### src/rtl/i_stream_buffer_pkg.sv
// ----------------------------------------------------------------------------
// i_stream_buffer_pkg
//   Shared types and constants for the instruction stream buffer.
//   - sb_state_e       : controller states
//   - AxiIdWidth/Len   : AXI read-channel ID and burst-length field widths
//   - BytesPerWord     : bytes per data beat, used for line alignment
//   - line_offset_bits : number of byte-offset bits inside one cache line
// ----------------------------------------------------------------------------
package i_stream_buffer_pkg;

    localparam int unsigned AxiIdWidth   = 4;
    localparam int unsigned AxiLenWidth  = 4;
    localparam int unsigned BytesPerWord = 4;

    typedef enum logic [2:0] {
        StIdle,
        StHit,
        StDemandAr,
        StDemandR,
        StPfAr,
        StPfR
    } sb_state_e;

    function automatic int unsigned line_offset_bits(input int unsigned line_words);
        return $clog2(line_words * BytesPerWord);
    endfunction

endpackage

### src/rtl/i_stream_buffer_line_fifo.sv
// ----------------------------------------------------------------------------
// i_stream_buffer_line_fifo
//   DEPTH-entry FIFO of whole cache lines. Each entry holds a line tag, a
//   valid bit and LINE_WORDS data words. Words are written one at a time into
//   the tail entry; push then commits the tag and advances the tail. The head
//   entry's tag/valid are exposed for hit detection and any word of the head
//   line can be read combinationally.
// Ports
//   clk, rst_n  : clock, asynchronous active-low reset
//   flush       : invalidate every entry, pointers and count to zero
//   push        : commit tail entry with push_tag
//   pop         : retire head entry
//   wr_en       : write wr_data into word wr_word of the tail entry
//   rd_word     : word index read from the head entry onto rd_data
//   head_valid  : head entry holds a line
//   head_tag    : line address of the head entry
//   count       : number of committed lines
// ----------------------------------------------------------------------------
module i_stream_buffer_line_fifo
    import i_stream_buffer_pkg::*;
#(
    parameter int unsigned ADDR_WIDTH = 26,
    parameter int unsigned DATA_WIDTH = 32,
    parameter int unsigned LINE_WORDS = 4,
    parameter int unsigned DEPTH      = 4
) (
    input  logic                           clk,
    input  logic                           rst_n,
    input  logic                           flush,
    input  logic                           push,
    input  logic [ADDR_WIDTH-1:0]          push_tag,
    input  logic                           pop,
    input  logic                           wr_en,
    input  logic [$clog2(LINE_WORDS)-1:0]  wr_word,
    input  logic [DATA_WIDTH-1:0]          wr_data,
    input  logic [$clog2(LINE_WORDS)-1:0]  rd_word,
    output logic                           head_valid,
    output logic [ADDR_WIDTH-1:0]          head_tag,
    output logic [DATA_WIDTH-1:0]          rd_data,
    output logic [$clog2(DEPTH+1)-1:0]     count
);

    localparam int unsigned PtrW = $clog2(DEPTH);
    localparam int unsigned CntW = $clog2(DEPTH + 1);

    logic [DATA_WIDTH-1:0] mem_q [DEPTH][LINE_WORDS];
    logic [ADDR_WIDTH-1:0] tag_q [DEPTH];
    logic [DEPTH-1:0]      valid_q;
    logic [PtrW-1:0]       head_q;
    logic [PtrW-1:0]       tail_q;
    logic [CntW-1:0]       count_q;

    // Line storage carries no reset; valid bits qualify its contents.
    always_ff @(posedge clk) begin
        if (wr_en) begin
            mem_q[tail_q][wr_word] <= wr_data;
        end
    end

    always_ff @(posedge clk or negedge rst_n) begin
        if (!rst_n) begin
            valid_q <= '0;
            head_q  <= '0;
            tail_q  <= '0;
            count_q <= '0;
            for (int i = 0; i < DEPTH; i++) begin
                tag_q[i] <= '0;
            end
        end else if (flush) begin
            valid_q <= '0;
            head_q  <= '0;
            tail_q  <= '0;
            count_q <= '0;
        end else begin
            if (push) begin
                tag_q[tail_q]   <= push_tag;
                valid_q[tail_q] <= 1'b1;
                tail_q          <= tail_q + PtrW'(1);
            end
            if (pop) begin
                valid_q[head_q] <= 1'b0;
                head_q          <= head_q + PtrW'(1);
            end
            count_q <= count_q + CntW'(push) - CntW'(pop);
        end
    end

    assign head_valid = valid_q[head_q];
    assign head_tag   = tag_q[head_q];
    assign rd_data    = mem_q[head_q][rd_word];
    assign count      = count_q;

endmodule

### src/rtl/i_stream_buffer.sv
// ----------------------------------------------------------------------------
// i_stream_buffer
//   Sequential instruction prefetcher between the I-cache miss port and a
//   memory read master. After a demand miss the buffer is flushed and then
//   refilled with the lines that follow the missed line. A demand whose line
//   matches the head entry is replayed from local storage without a memory
//   trip; anything else is forwarded to memory unchanged.
// Ports
//   clk, rst_n   : clock, asynchronous active-low reset
//   c_ar*        : read-address slave from the I-cache
//   c_r*         : read-data slave to the I-cache
//   m_ar*        : read-address master to the memory arbiter
//   m_r*         : read-data master from the memory arbiter
//   o_hit        : one-cycle pulse when a demand is accepted as a head hit
// ----------------------------------------------------------------------------
module i_stream_buffer
    import i_stream_buffer_pkg::*;
#(
    parameter int unsigned           ADDR_WIDTH = 26,
    parameter int unsigned           DATA_WIDTH = 32,
    parameter int unsigned           LINE_WORDS = 4,
    parameter int unsigned           DEPTH      = 4,
    parameter logic [AxiIdWidth-1:0] PF_ID      = 4'hE
) (
    input  logic                   clk,
    input  logic                   rst_n,
    // I-cache read address
    input  logic                   c_arvalid,
    output logic                   c_arready,
    input  logic [AxiIdWidth-1:0]  c_arid,
    input  logic [AxiLenWidth-1:0] c_arlen,
    input  logic [ADDR_WIDTH-1:0]  c_araddr,
    // I-cache read data
    output logic                   c_rvalid,
    input  logic                   c_rready,
    output logic                   c_rlast,
    output logic [AxiIdWidth-1:0]  c_rid,
    output logic [DATA_WIDTH-1:0]  c_rdata,
    // Memory read address
    output logic                   m_arvalid,
    input  logic                   m_arready,
    output logic [AxiIdWidth-1:0]  m_arid,
    output logic [AxiLenWidth-1:0] m_arlen,
    output logic [ADDR_WIDTH-1:0]  m_araddr,
    // Memory read data
    input  logic                   m_rvalid,
    output logic                   m_rready,
    input  logic                   m_rlast,
    input  logic [AxiIdWidth-1:0]  m_rid,
    input  logic [DATA_WIDTH-1:0]  m_rdata,
    output logic                   o_hit
);

    localparam int unsigned OffW  = line_offset_bits(LINE_WORDS);
    localparam int unsigned WordW = $clog2(LINE_WORDS);
    localparam int unsigned CntW  = $clog2(DEPTH + 1);

    localparam logic [ADDR_WIDTH-1:0]  OffMask   = ADDR_WIDTH'((1 << OffW) - 1);
    localparam logic [ADDR_WIDTH-1:0]  LineBytes = ADDR_WIDTH'(LINE_WORDS * BytesPerWord);
    localparam logic [WordW-1:0]       LastBeat  = WordW'(LINE_WORDS - 1);
    localparam logic [AxiLenWidth-1:0] PfLen     = AxiLenWidth'(LINE_WORDS - 1);
    localparam logic [CntW-1:0]        FullCount = CntW'(DEPTH);

    sb_state_e              state_q;
    logic [AxiIdWidth-1:0]  req_id_q;
    logic [AxiLenWidth-1:0] req_len_q;
    logic [ADDR_WIDTH-1:0]  req_addr_q;
    logic [ADDR_WIDTH-1:0]  pf_next_q;
    logic                   pf_valid_q;
    logic [WordW-1:0]       beat_q;

    logic                   head_valid;
    logic [ADDR_WIDTH-1:0]  head_tag;
    logic [DATA_WIDTH-1:0]  head_rdata;
    logic [CntW-1:0]        count;

    logic [ADDR_WIDTH-1:0]  c_line;
    logic                   accept;
    logic                   head_hit;
    logic                   fifo_flush;
    logic                   fifo_push;
    logic                   fifo_pop;
    logic                   fifo_wr;

    assign c_line = c_araddr & ~OffMask;

    // Control strobes shared by the FSM and the line FIFO.
    always_comb begin
        // Gating with rst_n keeps the accept path quiet while reset is held.
        accept     = rst_n && (state_q == StIdle) && c_arvalid;
        head_hit   = head_valid && (head_tag == c_line);
        fifo_flush = accept && !head_hit;
        fifo_pop   = (state_q == StHit) && c_rready && (beat_q == LastBeat);
        fifo_wr    = (state_q == StPfR) && m_rvalid;
        // Memory RLAST alone ends a prefetch burst.
        fifo_push  = fifo_wr && m_rlast;
    end

    always_comb begin
        c_arready = accept;
        o_hit     = accept && head_hit;
        c_rvalid  = 1'b0;
        c_rlast   = 1'b0;
        c_rid     = req_id_q;
        c_rdata   = head_rdata;
        m_arvalid = 1'b0;
        m_arid    = req_id_q;
        m_arlen   = req_len_q;
        m_araddr  = req_addr_q;
        m_rready  = 1'b0;
        case (state_q)
            StHit: begin
                c_rvalid = 1'b1;
                c_rlast  = (beat_q == LastBeat);
            end
            StDemandAr: begin
                m_arvalid = 1'b1;
            end
            StDemandR: begin
                // Zero-latency pass-through of the demand burst.
                c_rvalid = m_rvalid;
                c_rlast  = m_rlast;
                c_rid    = m_rid;
                c_rdata  = m_rdata;
                m_rready = c_rready;
            end
            StPfAr: begin
                m_arvalid = 1'b1;
                m_arid    = PF_ID;
                m_arlen   = PfLen;
                m_araddr  = pf_next_q;
            end
            StPfR: begin
                m_rready = 1'b1;
            end
            default: ;
        endcase
    end

    always_ff @(posedge clk or negedge rst_n) begin
        if (!rst_n) begin
            state_q    <= StIdle;
            req_id_q   <= '0;
            req_len_q  <= '0;
            req_addr_q <= '0;
            pf_next_q  <= '0;
            pf_valid_q <= 1'b0;
            beat_q     <= '0;
        end else begin
            case (state_q)
                StIdle: begin
                    // Demand always outranks a prefetch.
                    if (accept) begin
                        req_id_q   <= c_arid;
                        req_len_q  <= c_arlen;
                        req_addr_q <= c_araddr;
                        beat_q     <= '0;
                        if (head_hit) begin
                            state_q <= StHit;
                        end else begin
                            pf_next_q  <= c_line + LineBytes;
                            pf_valid_q <= 1'b1;
                            state_q    <= StDemandAr;
                        end
                    end else if (pf_valid_q && (count < FullCount)) begin
                        state_q <= StPfAr;
                    end
                end
                StHit: begin
                    if (c_rready) begin
                        beat_q <= beat_q + WordW'(1);
                        if (beat_q == LastBeat) begin
                            state_q <= StIdle;
                        end
                    end
                end
                StDemandAr: begin
                    if (m_arready) begin
                        state_q <= StDemandR;
                    end
                end
                StDemandR: begin
                    if (m_rvalid && c_rready && m_rlast) begin
                        state_q <= StIdle;
                    end
                end
                StPfAr: begin
                    // Once raised, m_arvalid is held until the handshake.
                    if (m_arready) begin
                        beat_q  <= '0;
                        state_q <= StPfR;
                    end
                end
                StPfR: begin
                    if (m_rvalid) begin
                        beat_q <= beat_q + WordW'(1);
                        if (m_rlast) begin
                            pf_next_q <= pf_next_q + LineBytes;
                            beat_q    <= '0;
                            state_q   <= StIdle;
                        end
                    end
                end
                default: state_q <= StIdle;
            endcase
        end
    end

    i_stream_buffer_line_fifo #(
        .ADDR_WIDTH(ADDR_WIDTH),
        .DATA_WIDTH(DATA_WIDTH),
        .LINE_WORDS(LINE_WORDS),
        .DEPTH     (DEPTH)
    ) u_line_fifo (
        .clk       (clk),
        .rst_n     (rst_n),
        .flush     (fifo_flush),
        .push      (fifo_push),
        .push_tag  (pf_next_q),
        .pop       (fifo_pop),
        .wr_en     (fifo_wr),
        .wr_word   (beat_q),
        .wr_data   (m_rdata),
        .rd_word   (beat_q),
        .head_valid(head_valid),
        .head_tag  (head_tag),
        .rd_data   (head_rdata),
        .count     (count)
    );

endmodule

### config.mk
export PLATFORM = sky130hd
export DESIGN_NAME = i_stream_buffer
export DESIGN_NICKNAME = d
export VERILOG_FILES = /design/src/rtl/i_stream_buffer_pkg.sv /design/src/rtl/i_stream_buffer_line_fifo.sv /design/src/rtl/i_stream_buffer.sv
export SDC_FILE = /design/constraint.sdc
export NUM_CORES = 1
export LEC_CHECK = 0
export ABC_AREA = 1
export ABC_CLOCK_PERIOD_IN_PS = 3000
export CAP_MARGIN = 20
export CORE_MARGIN = 2
export CORE_UTILIZATION = 45
export CTS_BUF_LIST = sky130_fd_sc_hd__clkbuf_4 sky130_fd_sc_hd__clkbuf_8
export DETAILED_ROUTE_END_ITERATION = 12
export DONT_BUFFER_PORTS = 1
export PLACE_DENSITY = 0.59
export SLEW_MARGIN = 20
export SYNTH_ARGS = -nofsm -noshare
export SYNTH_HDL_FRONTEND = slang
export SYNTH_SLANG_ARGS = --single-unit
### constraint.sdc
create_clock -name clk -period 3 [get_ports clk]
set_input_delay 0.3 -clock clk [delete_from_list [all_inputs] [get_ports clk]]
set_output_delay 0.3 -clock clk [all_outputs]
set_load 0.05 [all_outputs]
==> results by group, run 1 <==
Outcome
  • Result of the run: finished with violations
  • Violations in the final reports: negative hold slack, negative setup slack

Cells and area
  • Final std cell area, no fill: roughly 36000 um2
  • Finished Layout Cells: roughly 3800
  • Area growth from synthesis to layout: 24.2%
  • Utilization after layout: 0.565
  • Final net count: 2950
  • Share of final-layout standard cells stronger than drive strength 1: 0.188

Power
  • Logic pwr share: 0.338
  • Switching component of the power: around 11000 uW
  • Leakage power of the design: between 0.01 and 0.015 uW
  • Proportion of power drawn by flip-flops and latches: 0.389
  • Total power consumption of the routed design: between 20000 and 30000 uW
  • Internal Pwr Total: 18200 uW
  • Worst vdd ir: around 0.76 mV
  • Power per Cell Area: about 820 nW/um2
  • Power share of the clock group: 0.273
  • Switching share of total power: 0.374

Synthesis
  • Post-synthesis sequential area ratio: 0.677
  • Top flip-flop cell by instance count after synthesis: edfxtp_1
  • Netlist Area Pre-Place: approximately 29000 um2
  • EDFF count, synth: 512
  • Syn Inst Count: around 2600
  • Post-synth top area cell: edfxtp_1
  • Cell with the most instances after synthesis: edfxtp_1
  • Async SR Flop Fraction: 0.239
  • Syn_nets: 2708
  • Top post-synthesis cells by area: edfxtp_1 (54%), dfrtp_1 (14%), o21ai_0 (7.2%)
  • Total of warnings raised by yosys: 0
  • Avg Synthesized Cell Area: between 10 and 15 um2
  • Most frequent cells after synthesis: edfxtp_1 (512), nand2_1 (460), o21ai_0 (414)
  • Post-synthesis sequential element count: slightly below 700
  • Post-synth cell types: 39
  • Fraction of post-synthesis cell area in the top cell type by area: 0.537

Setup path
  • Kind of critical path: flop to output pin
  • Element type at the critical path start: flop
  • Arr. time, crit path: 2.77 ns
  • Ordered list of cells on the worst path: buf_12 > clkinv_8 > buf_12 > buf_16 > nor2_1 > o22ai_1 > nor2_1 > nor2_1 > o21ai_0 > a31oi_1 > buf_4
  • Crit-path most repeated cell: nor2_1
  • Endpoint required time on the critical path: about 2.7 ns
  • Max Fanout on Critical Path: 14
  • Crit path buf inv count: 5
  • Reg2Reg Setup Slack: between 0.2 and 0.3 ns
  • Top cell family by delay on the critical path: buffers and inverters
  • Worst path slowest cell: dfrtp_4
  • Crit. End Element: output pin
  • Delay of the slowest critical-path stage: roughly 0.49 ns

Die
  • Initial cell density of the core: 0.455
  • Boundary pin count: ~150
  • Chip width: 256 um
  • Std-Cell Rows: 92
  • Placeable core region: 63000 um2
  • Y dimension of the die: 256 um
  • DIE AREA: approximately 66000 um2

CTS
  • Total CTS buffers: 109
  • Maximum buffer depth of the clock tree: 3
  • Number of hold-repair buffers added at the cts stage: 72
  • Clock tree from TritonCTS: yes
  • Clock tree sinks: slightly below 700
  • H-tree lvl count: 3
  • Clock network latency to the later pin of the worst-skew pair: ~0.77 ns
  • Clock-pin slew of the registers on the worst-case setup and hold paths: roughly 0.060 ns
  • Root buf cell: clkbuf_8

Global route
  • Met2 demand-to-capacity share in global routing: 0.451
  • Antenna violations before repair: 2
  • Met1 GRT Util: 0.349
  • Met3 usage: 0.0682
  • Pin count of the biggest net entering global routing: about 160
  • Number of global-route vias before repair: ~22000
  • Top Usage Layer GRT: met2
  • Remaining global-route overflow: 0
  • Global-route wire length before repair: about 140000 um
  • Total routing usage reported by global routing: 0.274

Drt
  • Vias: between 20000 and 25000
  • DRC errors left: 0
  • Sum of routed wire length over all layers: 91600 um
  • Via-to-Cell Ratio: around 5.8
  • Wire length per cell: approximately 24 um
  • Number of DRC markers in iteration 0: about 2200
  • Detailed-routing iteration count for the pre-antenna-repair pass: 6
  • Number of antenna-violating nets in the routed design: 0

STA
  • Final Max Tran Viols: 0
  • Relative max-transition margin: 0.478
  • Pin slew with the least headroom to its limit: slightly below 0.8 ns
  • Final period util: 1.02
  • Worst Clk Skew: a little under 0.07 ns
  • Final count of hold timing violations: 161
  • Final count of negative-setup-slack endpoints: 12
  • Worst-case setup margin in the final layout: -0.0701 ns
  • Minimum period implied by the final worst setup slack: between 3 and 4 ns
  • RSZ-0062 raised after global routing: yes
  • Worst hold-check slack: -0.744 ns
  • Maximum frequency from static timing analysis: around 330 MHz

Placement
  • DP Cell Count: 3443
  • Port bufs: 0
  • Worst slack, placed: ~0.23 ns
  • Post-detailed-placement cell area: around 31000 um2
  • Post-detailed-placement half-perimeter wirelength: 44500 um
  • Final RePlAce weighted congestion: around 0.88

Hold path
  • HP Class: input pin to async pin

Job
  • Max-cap violation count: 0
through the flow:
stage / setup TNS, ns / hold WS [ns]
5_1_grt: -3.43 / -0.791
2_1_floorplan: -35.83 / 0.00441
4_1_cts: -1.50 / -0.810
3_5_place_dp: 0 / 0.0165
3_3_place_gp: 0 / 0.0161
6_report: -0.468 / -0.744
metal layers:
metal / part of all wire / wire (um)
met5: 0 / 0
met4: 0.039 / 3580
met3: 0.086 / 7910
met2: 0.48 / 44200
met1: 0.39 / 35900
state kept, by name, indices dropped and copies added, names as in the netlist, 2 cells and up:
name                 flops
u_line_fifo.head_q       2
req_addr_q              26
u_line_fifo.valid_q      4
u_line_fifo.tail_q       2
u_line_fifo.mem_q      512
req_len_q                4
beat_q                   2
pf_next_q               22
u_line_fifo.tag_q       88
req_id_q                 4
state_q                  3
u_line_fifo.count        3
layout make-up:
class,count,area [um2]
diodes,7,17.5
clock buffers,158,1970
clock inverters,30,193
fillers,5260,27400
inverters,92,385
multi-input cells,1682,8750
flip-flops and latches,673,19400
well taps,846,1060
repair buffers,293,3680
repair inverters,6,105
cell usage in the layout (no fill, tap or decap), drive strengths merged, types with 2 or more instances in the layout:
cell / count
edfxtp: 512
nand2: 462
o21ai: 447
nor2: 401
buf: 213
dfrtp: 161
clkbuf: 161
nand3: 154
o221ai: 96
inv: 96
dlygate4sd3: 72
o22ai: 33
a31oi: 32
clkinv: 27
ha: 15
xor2: 11
diode: 7
xnor2: 7
a21oi: 5
bufbuf: 5
clkinvlp: 4
or2: 4
o211ai: 3
nand3b: 3
nand4: 2
a22o: 2
power by group through the flow:
stage               clock network [uW]  logic (uW)  registers, uW
finish                            7940        9850          11300
global route                      8460       10500          11400
CTS                               8040        9620          11300
detailed placement                   0        8600          11400
global placement                     0        8530          11400
floorplan                            0        5930          11300
path summary, 6_finish.rpt:
kind | cells after the start | endpoint | from
min | 0 | u_line_fifo.tag_q[84] | rst_n
max in group asynchronous | 0 | state_q[0] | rst_n
max | 11 | c_rdata[1] | u_line_fifo.head_q[0]
min in group clk | 3 | beat_q[1] | m_arready
min reg2reg | 2 | pf_valid_q | pf_valid_q
max reg2reg | 8 | beat_q[1] | state_q[1]
cell families after synthesis:
family	synth area share
compound gates	0.126
xor+xnor	0.00550
fa+ha+maj	0.00725
buf+inv	0.0399
flops	0.677
simple gates	0.144
repair_timing:
item                                    4_1_cts  5_1_grt
resized for setup                           140      119
endpoints found under the hold margin       734      161
endpoints found under the setup margin       47       44
setup buffers                                32       10
pin swaps                                    44       43
gates cloned                                 34        4
worst register-to-register path: cells and delay by family (launching register included):
| family | cells | cell delay, ns |
|---|---|---|
| flip-flops | 1 | 0.60 |
| buffers and inverters | 2 | 0.72 |
| AO/OA/AOI/OAI | 1 | 0.07 |
| AND/OR/NAND/NOR | 5 | 1.26 |
No activity file was read; power rests on OpenSTA's default activity.
==> run 2, diff against run 1 <==
- CAP_MARGIN: 20 -> not set
==> results of run 2 <==
No change in the layout: final DEF, timing and power equal those of run 1.
